==> src/rtl/ram_arbiter_if.sv <==
// Bus bundle shared by the two RAM masters, the arbiter and the RAM.
// The slave side is the arbiter; the master side is everything around it.
interface ram_arbiter_if #(
    parameter int adlines   = 8,
    parameter int datalines = 16
);
    logic                 fixed_prio;

    logic                 m0_req;
    logic                 m0_we;
    logic [adlines-1:0]   m0_addr;
    logic [datalines-1:0] m0_wdata;
    logic                 m0_gnt;
    logic                 m0_done;
    logic [datalines-1:0] m0_rdata;

    logic                 m1_req;
    logic                 m1_we;
    logic [adlines-1:0]   m1_addr;
    logic [datalines-1:0] m1_wdata;
    logic                 m1_gnt;
    logic                 m1_done;
    logic [datalines-1:0] m1_rdata;

    logic [adlines-1:0]   ram_addr;
    logic                 ram_read;
    logic                 ram_write;
    logic [datalines-1:0] ram_wdata;
    logic [datalines-1:0] ram_rdata;

    modport slave (
        input  fixed_prio,
        input  m0_req, m0_we, m0_addr, m0_wdata,
        input  m1_req, m1_we, m1_addr, m1_wdata,
        input  ram_rdata,
        output m0_gnt, m0_done, m0_rdata,
        output m1_gnt, m1_done, m1_rdata,
        output ram_addr, ram_read, ram_write, ram_wdata
    );

    modport master (
        output fixed_prio,
        output m0_req, m0_we, m0_addr, m0_wdata,
        output m1_req, m1_we, m1_addr, m1_wdata,
        output ram_rdata,
        input  m0_gnt, m0_done, m0_rdata,
        input  m1_gnt, m1_done, m1_rdata,
        input  ram_addr, ram_read, ram_write, ram_wdata
    );
endinterface

==> src/rtl/ram_arbiter.sv <==
// Two-master arbiter in front of a single-port RAM.
// Each access takes three cycles: grant (IDLE), strobe (ACCESS), done (RESP).
// Read data from the RAM arrives in RESP and is passed straight through to
// the winner's rdata with done, then held in a per-port register.
module ram_arbiter #(
    parameter int adlines   = 8,
    parameter int datalines = 16
) (
    input  logic         clk,
    input  logic         rst,
    ram_arbiter_if.slave bus
);
    typedef enum logic [1:0] {
        IDLE   = 2'd0,
        ACCESS = 2'd1,
        RESP   = 2'd2
    } state_t;

    state_t               state_r;
    state_t               state_nxt_s;
    logic                 any_req_s;
    logic                 win_s;      // 0 = port 0, 1 = port 1
    logic                 win_r;
    logic                 we_r;
    logic                 last_r;     // port granted most recently
    logic [adlines-1:0]   addr_r;
    logic [datalines-1:0] wdata_r;
    logic [datalines-1:0] rdata0_r;
    logic [datalines-1:0] rdata1_r;

    assign any_req_s     = bus.m0_req | bus.m1_req;
    assign bus.ram_addr  = addr_r;
    assign bus.ram_wdata = wdata_r;

    // Pick the winner among the current requests (only used in IDLE)
    always_comb begin
        win_s = 1'b0;
        if (bus.m0_req && bus.m1_req) begin
            if (bus.fixed_prio) begin
                win_s = 1'b0;
            end else begin
                win_s = ~last_r;
            end
        end else if (bus.m1_req) begin
            win_s = 1'b1;
        end else begin
            win_s = 1'b0;
        end
    end

    // State register
    always_ff @(posedge clk or posedge rst) begin
        if (rst) begin
            state_r <= IDLE;
        end else begin
            state_r <= state_nxt_s;
        end
    end

    // Next-state logic: IDLE waits for a request, then a fixed two-cycle access
    always_comb begin
        state_nxt_s = IDLE;
        case (state_r)
            IDLE: begin
                if (any_req_s) begin
                    state_nxt_s = ACCESS;
                end else begin
                    state_nxt_s = IDLE;
                end
            end
            ACCESS:  state_nxt_s = RESP;
            RESP:    state_nxt_s = IDLE;
            default: state_nxt_s = IDLE;
        endcase
    end

    // Latch the winning request and remember who was granted
    always_ff @(posedge clk or posedge rst) begin
        if (rst) begin
            win_r   <= 1'b0;
            we_r    <= 1'b0;
            last_r  <= 1'b0;
            addr_r  <= {adlines{1'b0}};
            wdata_r <= {datalines{1'b0}};
        end else if (state_r == IDLE && any_req_s) begin
            win_r   <= win_s;
            last_r  <= win_s;
            we_r    <= win_s ? bus.m1_we    : bus.m0_we;
            addr_r  <= win_s ? bus.m1_addr  : bus.m0_addr;
            wdata_r <= win_s ? bus.m1_wdata : bus.m0_wdata;
        end
    end

    // Capture RAM read data into the winner's holding register at the end of RESP
    always_ff @(posedge clk or posedge rst) begin
        if (rst) begin
            rdata0_r <= {datalines{1'b0}};
            rdata1_r <= {datalines{1'b0}};
        end else if (state_r == RESP && !we_r) begin
            if (win_r) begin
                rdata1_r <= bus.ram_rdata;
            end else begin
                rdata0_r <= bus.ram_rdata;
            end
        end
    end

    // Output decode: grant in IDLE, strobe in ACCESS, done plus read bypass in RESP
    always_comb begin
        bus.m0_gnt    = 1'b0;
        bus.m1_gnt    = 1'b0;
        bus.m0_done   = 1'b0;
        bus.m1_done   = 1'b0;
        bus.ram_read  = 1'b0;
        bus.ram_write = 1'b0;
        bus.m0_rdata  = rdata0_r;
        bus.m1_rdata  = rdata1_r;
        case (state_r)
            IDLE: begin
                // rst gates the grant so nothing is accepted while reset is held
                if (any_req_s && !rst) begin
                    bus.m0_gnt = ~win_s;
                    bus.m1_gnt = win_s;
                end else begin
                    bus.m0_gnt = 1'b0;
                    bus.m1_gnt = 1'b0;
                end
            end
            ACCESS: begin
                bus.ram_read  = ~we_r;
                bus.ram_write = we_r;
            end
            RESP: begin
                bus.m0_done = ~win_r;
                bus.m1_done = win_r;
                if (!we_r) begin
                    if (win_r) begin
                        bus.m1_rdata = bus.ram_rdata;
                    end else begin
                        bus.m0_rdata = bus.ram_rdata;
                    end
                end else begin
                    bus.m0_rdata = rdata0_r;
                    bus.m1_rdata = rdata1_r;
                end
            end
            default: begin
                bus.ram_read  = 1'b0;
                bus.ram_write = 1'b0;
            end
        endcase
    end
endmodule
==> src/flat_wrapper.sv <==
// flat-port wrapper written by rule: the top's interface ports become plain ports
module ram_arbiter_flat 
#(
    parameter int adlines   = 8,
    parameter int datalines = 16
)
  (clk, rst, bus_fixed_prio, bus_m0_req, bus_m0_we, bus_m0_addr, bus_m0_wdata, bus_m1_req, bus_m1_we, bus_m1_addr, bus_m1_wdata, bus_ram_rdata, bus_m0_gnt, bus_m0_done, bus_m0_rdata, bus_m1_gnt, bus_m1_done, bus_m1_rdata, bus_ram_addr, bus_ram_read, bus_ram_write, bus_ram_wdata);
  ram_arbiter_if #(.adlines(adlines), .datalines(datalines)) bus_i ();
  input  logic clk;
  input  logic rst;
  input wire logic [$bits(bus_i.fixed_prio)-1:0] bus_fixed_prio;
  input wire logic [$bits(bus_i.m0_req)-1:0] bus_m0_req;
  input wire logic [$bits(bus_i.m0_we)-1:0] bus_m0_we;
  input wire logic [$bits(bus_i.m0_addr)-1:0] bus_m0_addr;
  input wire logic [$bits(bus_i.m0_wdata)-1:0] bus_m0_wdata;
  input wire logic [$bits(bus_i.m1_req)-1:0] bus_m1_req;
  input wire logic [$bits(bus_i.m1_we)-1:0] bus_m1_we;
  input wire logic [$bits(bus_i.m1_addr)-1:0] bus_m1_addr;
  input wire logic [$bits(bus_i.m1_wdata)-1:0] bus_m1_wdata;
  input wire logic [$bits(bus_i.ram_rdata)-1:0] bus_ram_rdata;
  output wire logic [$bits(bus_i.m0_gnt)-1:0] bus_m0_gnt;
  output wire logic [$bits(bus_i.m0_done)-1:0] bus_m0_done;
  output wire logic [$bits(bus_i.m0_rdata)-1:0] bus_m0_rdata;
  output wire logic [$bits(bus_i.m1_gnt)-1:0] bus_m1_gnt;
  output wire logic [$bits(bus_i.m1_done)-1:0] bus_m1_done;
  output wire logic [$bits(bus_i.m1_rdata)-1:0] bus_m1_rdata;
  output wire logic [$bits(bus_i.ram_addr)-1:0] bus_ram_addr;
  output wire logic [$bits(bus_i.ram_read)-1:0] bus_ram_read;
  output wire logic [$bits(bus_i.ram_write)-1:0] bus_ram_write;
  output wire logic [$bits(bus_i.ram_wdata)-1:0] bus_ram_wdata;
  assign bus_i.fixed_prio = bus_fixed_prio;
  assign bus_i.m0_req = bus_m0_req;
  assign bus_i.m0_we = bus_m0_we;
  assign bus_i.m0_addr = bus_m0_addr;
  assign bus_i.m0_wdata = bus_m0_wdata;
  assign bus_i.m1_req = bus_m1_req;
  assign bus_i.m1_we = bus_m1_we;
  assign bus_i.m1_addr = bus_m1_addr;
  assign bus_i.m1_wdata = bus_m1_wdata;
  assign bus_i.ram_rdata = bus_ram_rdata;
  assign bus_m0_gnt = bus_i.m0_gnt;
  assign bus_m0_done = bus_i.m0_done;
  assign bus_m0_rdata = bus_i.m0_rdata;
  assign bus_m1_gnt = bus_i.m1_gnt;
  assign bus_m1_done = bus_i.m1_done;
  assign bus_m1_rdata = bus_i.m1_rdata;
  assign bus_ram_addr = bus_i.ram_addr;
  assign bus_ram_read = bus_i.ram_read;
  assign bus_ram_write = bus_i.ram_write;
  assign bus_ram_wdata = bus_i.ram_wdata;
  ram_arbiter #(.adlines(adlines), .datalines(datalines)) u_core (.clk(clk), .rst(rst), .bus(bus_i));
endmodule
==> config.mk <==
export PLATFORM = sky130hd
export DESIGN_NAME = ram_arbiter_flat
export DESIGN_NICKNAME = d
export VERILOG_FILES = /design/src/rtl/ram_arbiter_if.sv /design/src/rtl/ram_arbiter.sv /design/src/flat_wrapper.sv
export SDC_FILE = /design/constraint.sdc
export NUM_CORES = 1
export LEC_CHECK = 0
export ABC_CLOCK_PERIOD_IN_PS = 2300
export CORE_AREA = 2 2 104 106
export CTS_CLUSTER_SIZE = 24
export DETAILED_ROUTE_END_ITERATION = 12
export DIE_AREA = 0 0 106 108
export GPL_TIMING_DRIVEN = 0
export PLACE_DENSITY = 0.72
export SLEW_MARGIN = 20
export SYNTH_ARGS = -nofsm -noshare
export SYNTH_HDL_FRONTEND = slang
export SYNTH_SLANG_ARGS = --single-unit
==> constraint.sdc <==
create_clock -name clk -period 2.3 [get_ports clk]
set_input_delay 0.69 -clock clk [delete_from_list [all_inputs] [get_ports clk]]
set_output_delay 0.69 -clock clk [all_outputs]
set_load 0.01 [all_outputs]
==> results of run 1 <==
logic make-up after synthesis:
| logic type | count (synthesis) | share of synthesized area |
|---|---|---|
| mux | 65 | 0.263 |
| compound gates | 26 | 0.0709 |
| flops | 60 | 0.468 |
| buf+inv | 53 | 0.0830 |
| simple gates | 64 | 0.115 |
area by class of cell:
cell class,instances,area share
Buffer,23,0.0355
Clock buffer,12,0.0273
Clock inverter,4,0.00471
Inverter,27,0.0195
Multi-Input combinational cell,155,0.287
Sequential cell,60,0.282
Tap cell,136,0.0320
Timing Repair Buffer,165,0.311
registers in the layout (all words and copies together), names as in the netlist:
signal,count
u_core.bus.ram_wdata,16
u_core.rdata0_r,16
u_core.rdata1_r,16
u_core.bus.ram_addr,8
u_core.state_r,2
u_core.we_r,1
u_core.win_r,1
final timing paths:
path	startpoint	end	slack (ps)	cells after the start
worst max-delay path	u_core.state_r[0]	bus_m1_rdata[2]	-220	6
worst min-delay path	u_core.rdata0_r[11]	u_core.rdata0_r[11]	490	1
worst max register to register	u_core.state_r[0]	u_core.rdata0_r[6]	410	8
worst min register to register	u_core.rdata0_r[11]	u_core.rdata0_r[11]	490	1
max in group asynchronous	rst	u_core.bus.ram_wdata[7]	1080	3
min in group asynchronous	rst	u_core.bus.ram_addr[7]	730	2
power breakdown:
| part | internal [W] | total [W] | switching [W] |
|---|---|---|---|
| sequential | 0.00159 | 0.00189 | 0.000300 |
| combinational | 0.00249 | 0.00409 | 0.00161 |
| clock | 0.000418 | 0.000845 | 0.000428 |
stage by stage:
step | setup TNS [ps] | power, W | instances | hold slack, ps | cell area [sq um]
floorplan | 0 | 0.00381 | 268 | 446 | 3210
global placement | -80930 | 0.00541 | 535 | 464 | 4690
detailed placement | -14960 | 0.00549 | 536 | 476 | 4720
CTS | -8350 | 0.00689 | 576 | 496 | 5320
global route | -9380 | 0.00728 | 582 | 522 | 5320
finish | -6380 | 0.00683 | 582 | 490 | 5320
placed cells by master (no fill, tap or decap), drive strengths merged, types with 4 or more instances in the layout:
master,count
dfrtp,60
clkdlybuf4s50,93
nand4,25
o221ai,25
nand3,25
and2,4
buf,85
inv,27
clkbuf,22
mux2,65
routing by layer:
metal | wire length (um) | global-route usage | vias to the layer above
li1 | - | - | 1329
met1 | 4220 | 0.211 | 1441
met2 | 5010 | 0.312 | 118
met3 | 779 | 0.0639 | 9
met4 | 94 | 0.0404 | 0
met5 | 0 | 0 | -
critical path: cells and delay by family (launching register included):
kind          cells  cell delay [ps]
flops             1              420
mux               1              310
buf+inv           3              360
simple gates      2              420
timing repair:
item / in CTS / in global routing
gates cloned: 2 / 0
resized for setup: 218 / 12
setup buffers: 22 / 13
endpoints found under the setup margin: 36 / 37
pin swaps: 4 / 3
==> metrics, run 1 <==
Crit. End Element output port; fin crit period 2520 ps; Worst EP arrival 1830 ps; slowest CP cell dfrtp_1; antenna violations before repair 0; status complete, but fails checks; Setup Viol. Count Final 34; number of synthesized register bits 60; CTS tree yes; crit-path max FO 5; distinct cell type count after synthesis 24; Final Max Slew Viols 0; Leakage 2.34 nW; H-tree Lvls 3; Synth top cells by count dfrtp_1, mux2_4, mux2_2, inv_1; Setup crit start kind flop; fin nets 512; Max VDD drop 0.000470 V; vias in the first global route 3026; P&R area growth vs syn 65.6%; CP most frequent cell buf_12; io pins 133; initial core utilization 0.314; final WL about 10000 um; number of flops mapped to enable cells by yosys 0; Worst-Skew Late Latency 330 ps; final hold vios 0; # Max-Cap Violations 0; Slew headroom 0.616; post-layout utilization of the core 0.520; failing checks negative setup slack; Synth area leaders dfrtp_1, mux2_4, mux2_2, o221ai_1, nand4_1; CP max stage delay 420 ps; Synth Flop Type dfrtp_1; Die Wd 106 um; DIE HEIGHT 108 um; 1st-iter DRT viols 84; data required time at the worst endpoint 1610 ps; # DRC 0; first-pass iteration count of the detailed router 4; drt via density 4.98; GRT Residual Overflow 0; yosys warns 0; Multi-input gate area 1530 sq um; dpl hpwl 6780 um; clock sink count 60; GRT Util Overall 0.178; maximum number of pins on one net before global-route repair 46; ys async rst share 1.00; post-synthesis cell area 3210 sq um; routed wire length per instance roughly 17 um; Antenna Cells 0; Num CTS Buffers 9; port bufs ~130; syn_area_per_cell 12.0 sq um; cell taking the most area after synthesis dfrtp_1; post-place setup slack -1170 ps; Worst Setup Path Type flop to output port; global-route wire length before repair 16000 um; Slew @ Worst Pin 576 ps; P per Cell Area 1280 nW/um^2; GP Congestion 0.754; worst setup margin -224 ps; share of layout cells above drive strength 1 0.381; worst hold path class flop to flop; cells along the critical path and3b_1 > and2_4 > buf_12 > buf_12 > mux2_4 > buf_6; RSZ-0062 raised after global routing yes; sequential element share of the synthesized area 0.468; synthesized net count 339; CTS Root Cell clkbuf_8; # hold bufs at CTS 0; Core ar. 10200 sq um; die area 11400 sq um; clk_skew about 12 ps; clock-pin slew on the worst setup and hold paths around 70 ps; share of the synthesized area in the top cell type 0.468; fmax about 400 MHz; most frequent cell after synthesis dfrtp_1; Cells after Synth 268; Vias 2897; Detail Route Antenna Nets 0; FF/Latch Area 1500 sq um; Final period util 1.10; # rows 37; Fill cells a little over 900; clk buf depth 2
Note: power is estimated with default switching activity, not from simulation.
==> inputs of run 2 (changes only) <==
--- a/config.mk
+++ b/config.mk
@@ -11,7 +11,7 @@
 export DETAILED_ROUTE_END_ITERATION = 12
 export DIE_AREA = 0 0 106 108
 export GPL_TIMING_DRIVEN = 0
-export PLACE_DENSITY = 0.72
+export PLACE_DENSITY = 0.67
 export SLEW_MARGIN = 20
 export SYNTH_ARGS = -nofsm -noshare
 export SYNTH_HDL_FRONTEND = slang
==> constraint.sdc (replaced) <==
create_clock -name clk -period 2.3 [get_ports clk]
set_input_delay 0.69 -clock clk [delete_from_list [all_inputs] [get_ports clk]]
set_output_delay 0.69 -clock clk [all_outputs]
set_load 0.005 [all_outputs]
==> metrics, run 2 (synthesized netlist as in run 1, its figures left out) <==
commonest non-fill, non-tap cell in the layout clkdlybuf4s50_1; first-pass iteration count of the detailed router 4; routed wire length per instance 16.5 um; clk buf depth 2; met1 Use GR 0.192; clk_skew about 6.7 ps; Worst Setup Path Type flop to output port; worst hold path class flop to flop; Antenna Cells 0; maximum number of pins on one net before global-route repair 49; grt met3 use 0.0651; Final Max Slew Viols 0; fin nets 506; setup TNS -4590 ps; dpl hpwl 6660 um; GRT met2 Usage 0.303; Final period util 1.09; RSZ-0062 raised after global routing yes; GP Congestion ~0.73; # Max-Cap Violations 0; P&R area growth vs syn 66.6%; GRT Residual Overflow 0; Worst-Skew Late Latency 340 ps; Detail Route Antenna Nets 0; Slew headroom 0.599; Setup crit start kind flop; Max VDD drop around 0.00056 V; cell count after placement 536; Vias 2834; status complete, but fails checks; io pins 133; failing checks negative setup slack; Layout Cells excl Fill 576; global-route wire length before repair 15300 um; die area between 10000 and 15000 sq um; clock-pin slew on the worst setup and hold paths 80 ps; P per Cell Area 1250 nW/um^2; final hold vios 0; Leakage 2.36 nW; fmax roughly 400 MHz; 1st-iter DRT viols 96; final WL 9500 um; crit-path max FO 6; # DRC 0; data required time at the worst endpoint 1610 ps; Worst EP arrival roughly 1800 ps; port bufs around 130; antenna violations before repair 0; Slew @ Worst Pin ~600 ps; CTS tree yes; vias in the first global route 3058; fin crit period between 2000 and 3000 ps; CTS Root Cell clkbuf_8; DIE HEIGHT 108 um; H-tree Lvls 3; GRT Util Overall 0.171; clock sink count 60; Most Crowded Layer GR met2; drt via density 4.92; Crit. End Element output port; worst setup margin -211 ps; share of layout cells above drive strength 1 0.380; Die Wd 106 um; Setup Viol. Count Final 32; Core ar. about 10000 sq um; # rows 37; initial core utilization 0.314; commonest non-fill, non-tap cells in the layout clkdlybuf4s50_1, dfrtp_1, mux2_4; Num CTS Buffers 9
==> run 2: changes by cell type in the layout (fill, tap and decap cells not counted), sizes merged <==
cell,previous run,this run
buf,85,76
clkdlybuf4s15,0,2
clkdlybuf4s50,93,91
bufinv,0,1
clkbuf,22,18
clkinv,2,3
dlygate4sd2,0,3
dlymetal6s2s,0,1
inv,27,28
==> run 2: power breakdown <==
group | internal [W] | total (W) | switching, W
clock | 0.000505 | 0.000967 | 0.000462
combinational | 0.00245 | 0.00385 | 0.00140
sequential | 0.00159 | 0.00186 | 0.000274
total | 0.00455 | 0.00669 | 0.00214
==> run 2: layout make-up <==
type | instances | area (sq um)
inverters | 27 | 104
clock inverters | 7 | 76.3
clock buffers | 9 | 124
well taps | 136 | 170
multi-input cells | 155 | 1560
flip-flops and latches | 60 | 1500
repair buffers | 161 | 1650
fillers | 924 | 4880
plain buffers | 21 | 166
==> run 2: path summary, 6_finish.rpt <==
check	to	slack [ps]	from	cells past startpoint
setup / recovery	bus_m0_rdata[11]	-210	u_core.win_r	6
min in group asynchronous	u_core.bus.ram_wdata[2]	520	rst	2
max in group asynchronous	u_core.win_r	1280	rst	3
setup reg to reg	u_core.rdata0_r[8]	490	u_core.win_r	7
hold / removal	u_core.rdata0_r[11]	490	u_core.rdata0_r[11]	1
hold reg to reg	u_core.rdata0_r[11]	490	u_core.rdata0_r[11]	1
==> run 2: stage by stage <==
stage	hold WS (ps)	setup WS, ps	power (W)	instance area [sq um]	utilization
global route	508	-328	0.00713	5350	0.523
detailed placement	475	-1180	0.00525	4720	0.462
finish	492	-211	0.00669	5350	0.523
floorplan	446	125	0.00358	3210	-
CTS	497	-289	0.00680	5380	0.526
global placement	464	-1190	0.00518	4690	0.459
==> run 2: critical path: stages, from the launching register on <==
cell and delay (ps):
dfrtp_2 410, nor3b_2 200, and2_4 230, buf_8 130, buf_6 100, mux2_4 290
buf_6 110
==> run 2: repair_timing <==
item,4_1_cts,5_1_grt
pin swaps,4,4
buffers inserted,22,6
cloned,2,0
resized for setup,226,5
setup endpoints to repair,36,35
hold buffers,0,0
==> run 2: layer usage <==
layer,vias to the layer above,part of all wire,wire length (um)
li1,1327,-,-
met1,1382,0.42,4010
met2,114,0.49,4660
met3,11,0.076,718
met4,0,0.011,104
met5,-,0,0
==> inputs of run 3 (changes only) <==
--- a/config.mk
+++ b/config.mk
@@ -7,11 +7,10 @@
 export LEC_CHECK = 0
 export ABC_CLOCK_PERIOD_IN_PS = 2300
 export CORE_AREA = 2 2 104 106
-export CTS_CLUSTER_SIZE = 24
 export DETAILED_ROUTE_END_ITERATION = 12
 export DIE_AREA = 0 0 106 108
 export GPL_TIMING_DRIVEN = 0
-export PLACE_DENSITY = 0.67
+export PLACE_DENSITY = 0.57
 export SLEW_MARGIN = 20
 export SYNTH_ARGS = -nofsm -noshare
 export SYNTH_HDL_FRONTEND = slang
==> metrics, run 3 (synthesized netlist as in run 1, its figures left out) <==
Vias ~2800; dpl hpwl 6580 um; Worst EP arrival about 1800 ps; Crit. End Element output port; Worst-Skew Late Latency 340 ps; initial core utilization 0.314; GRT Residual Overflow 0; Slew @ Worst Pin 526 ps; commonest non-fill, non-tap cell in the layout clkdlybuf4s50_1; crit-path max FO 5; # hold bufs at CTS 0; vias in the first global route 2901; GRT Util Overall 0.168; Core ar. roughly 10000 sq um; clk_skew 8.63 ps; worst setup margin -220 ps; share of layout cells above drive strength 1 0.363; fmax 397 MHz; post-layout utilization of the core 0.519; data required time at the worst endpoint approximately 1600 ps; # rows 37; clock-pin slew on the worst setup and hold paths 60 ps; Detail Route Antenna Nets 0; Worst Setup Path Type flop to output port; GP Congestion 0.737; status complete, but fails checks; # DRC 0; global-route wire length before repair 14900 um; maximum number of pins on one net before global-route repair 40; failing checks negative setup slack; RSZ-0062 raised after global routing yes; die area roughly 11000 sq um; Setup crit start kind flop; Slew headroom 0.649; port bufs 131; Fill cells 964; antenna violations before repair 0; Setup Viol. Count Final 35; routed wire length per instance 16.4 um; Max VDD drop between 0.0005 and 0.0006 V; Multi-input gate area 1530 sq um; P&R area growth vs syn 65.2%; CTS tree yes; FF/Latch Area 1500 sq um; Num CTS Buffers 9; total power 0.00672 W; H-tree Lvls 3; CTS Root Cell clkbuf_8; drt via density just under 5; # Max-Cap Violations 0; first-pass iteration count of the detailed router 4; final hold vios 0; fin nets 504; Die Wd 106 um; commonest non-fill, non-tap cells in the layout clkdlybuf4s50_1, dfrtp_1, mux2_4; clock sink count 60; io pins 133; Leakage ~2.3 nW; worst hold path class flop to flop; Final period util 1.10; fin crit period 2520 ps; Final Max Slew Viols 0; P per Cell Area 1270 nW/um^2; final WL 9390 um; clk buf depth 2; DIE HEIGHT about 110 um; 1st-iter DRT viols 58; Antenna Cells 0
## run 3: cell count changes in the layout (fill, tap and decap cells not counted), moves of 2 or more
cell | before | now
and2_1 | 1 | 3
nor3_4 | 2 | 0
clkinv_2 | 1 | 3
clkinv_4 | 2 | 0
and2_4 | 3 | 1
buf_4 | 23 | 21
clkinvlp_4 | 2 | 0
dlygate4sd2_1 | 3 | 0
clkdlybuf4s50_1 | 91 | 94
## run 3: timing repair
item / in CTS / in global routing
pin swaps: 5 / 2
setup buffers: 18 / 6
gates cloned: 2 / 0
setup endpoints to repair: 36 / 37
resized for setup: 211 / 4
## run 3: through the flow
| step | setup TNS (ps) | hold WS (ps) | cells | worst slack [ps] | instance area, sq um |
|---|---|---|---|---|---|
| after CTS | -8270 | 492 | 571 | -277 | 5320 |
| after global routing | -8980 | 507 | 574 | -308 | 5310 |
| after floorplan | 0 | 446 | 268 | 125 | 3210 |
| after detailed placement | -12430 | 473 | 536 | -1010 | 4710 |
| final | -5860 | 492 | 574 | -220 | 5310 |
| after global placement | -82300 | 462 | 535 | -1170 | 4690 |
## run 3: power breakdown
| group | switching [W] | total, W | internal [W] |
|---|---|---|---|
| registers | 0.000287 | 0.00188 | 0.00159 |
| logic | 0.00136 | 0.00380 | 0.00244 |
| clock network | 0.000413 | 0.00105 | 0.000635 |
| total | 0.00206 | 0.00672 | 0.00466 |
## run 3: final timing paths
check / from / end / slack, ps / cells after the start
worst max-delay path: u_core.win_r / bus_m0_rdata[1] / -220 / 6
worst min register to register: u_core.rdata0_r[0] / u_core.rdata0_r[0] / 490 / 1
worst min-delay path: u_core.rdata0_r[0] / u_core.rdata0_r[0] / 490 / 1
worst max register to register: u_core.win_r / u_core.rdata0_r[9] / 460 / 8
min in group asynchronous: rst / u_core.bus.ram_addr[3] / 750 / 2
max in group asynchronous: rst / u_core.win_r / 1040 / 3
## run 3: critical path, stage by stage (launching register included)
cell and delay [ps]:
dfrtp_2 420, nor3b_2 200, and2_1 160, buf_6 150, buf_8 140, mux2_4 310, buf_6 120
## run 3: per-layer routing
metal / up-vias / global-route usage / share of wire
met5: - / 0 / 0
met4: 0 / 0.0470 / 0.012
met3: 8 / 0.0681 / 0.094
met2: 116 / 0.286 / 0.49
met1: 1342 / 0.196 / 0.40
li1: 1318 / - / -
## run 3: cell type report
type | instances | area share
buffer | 23 | 0.0351
clock buffer | 11 | 0.0267
clock inverter | 5 | 0.0142
inverter | 27 | 0.0196
multi-input combinational | 155 | 0.287
sequential | 60 | 0.283
tap | 136 | 0.0321
timing repair buffer | 157 | 0.302
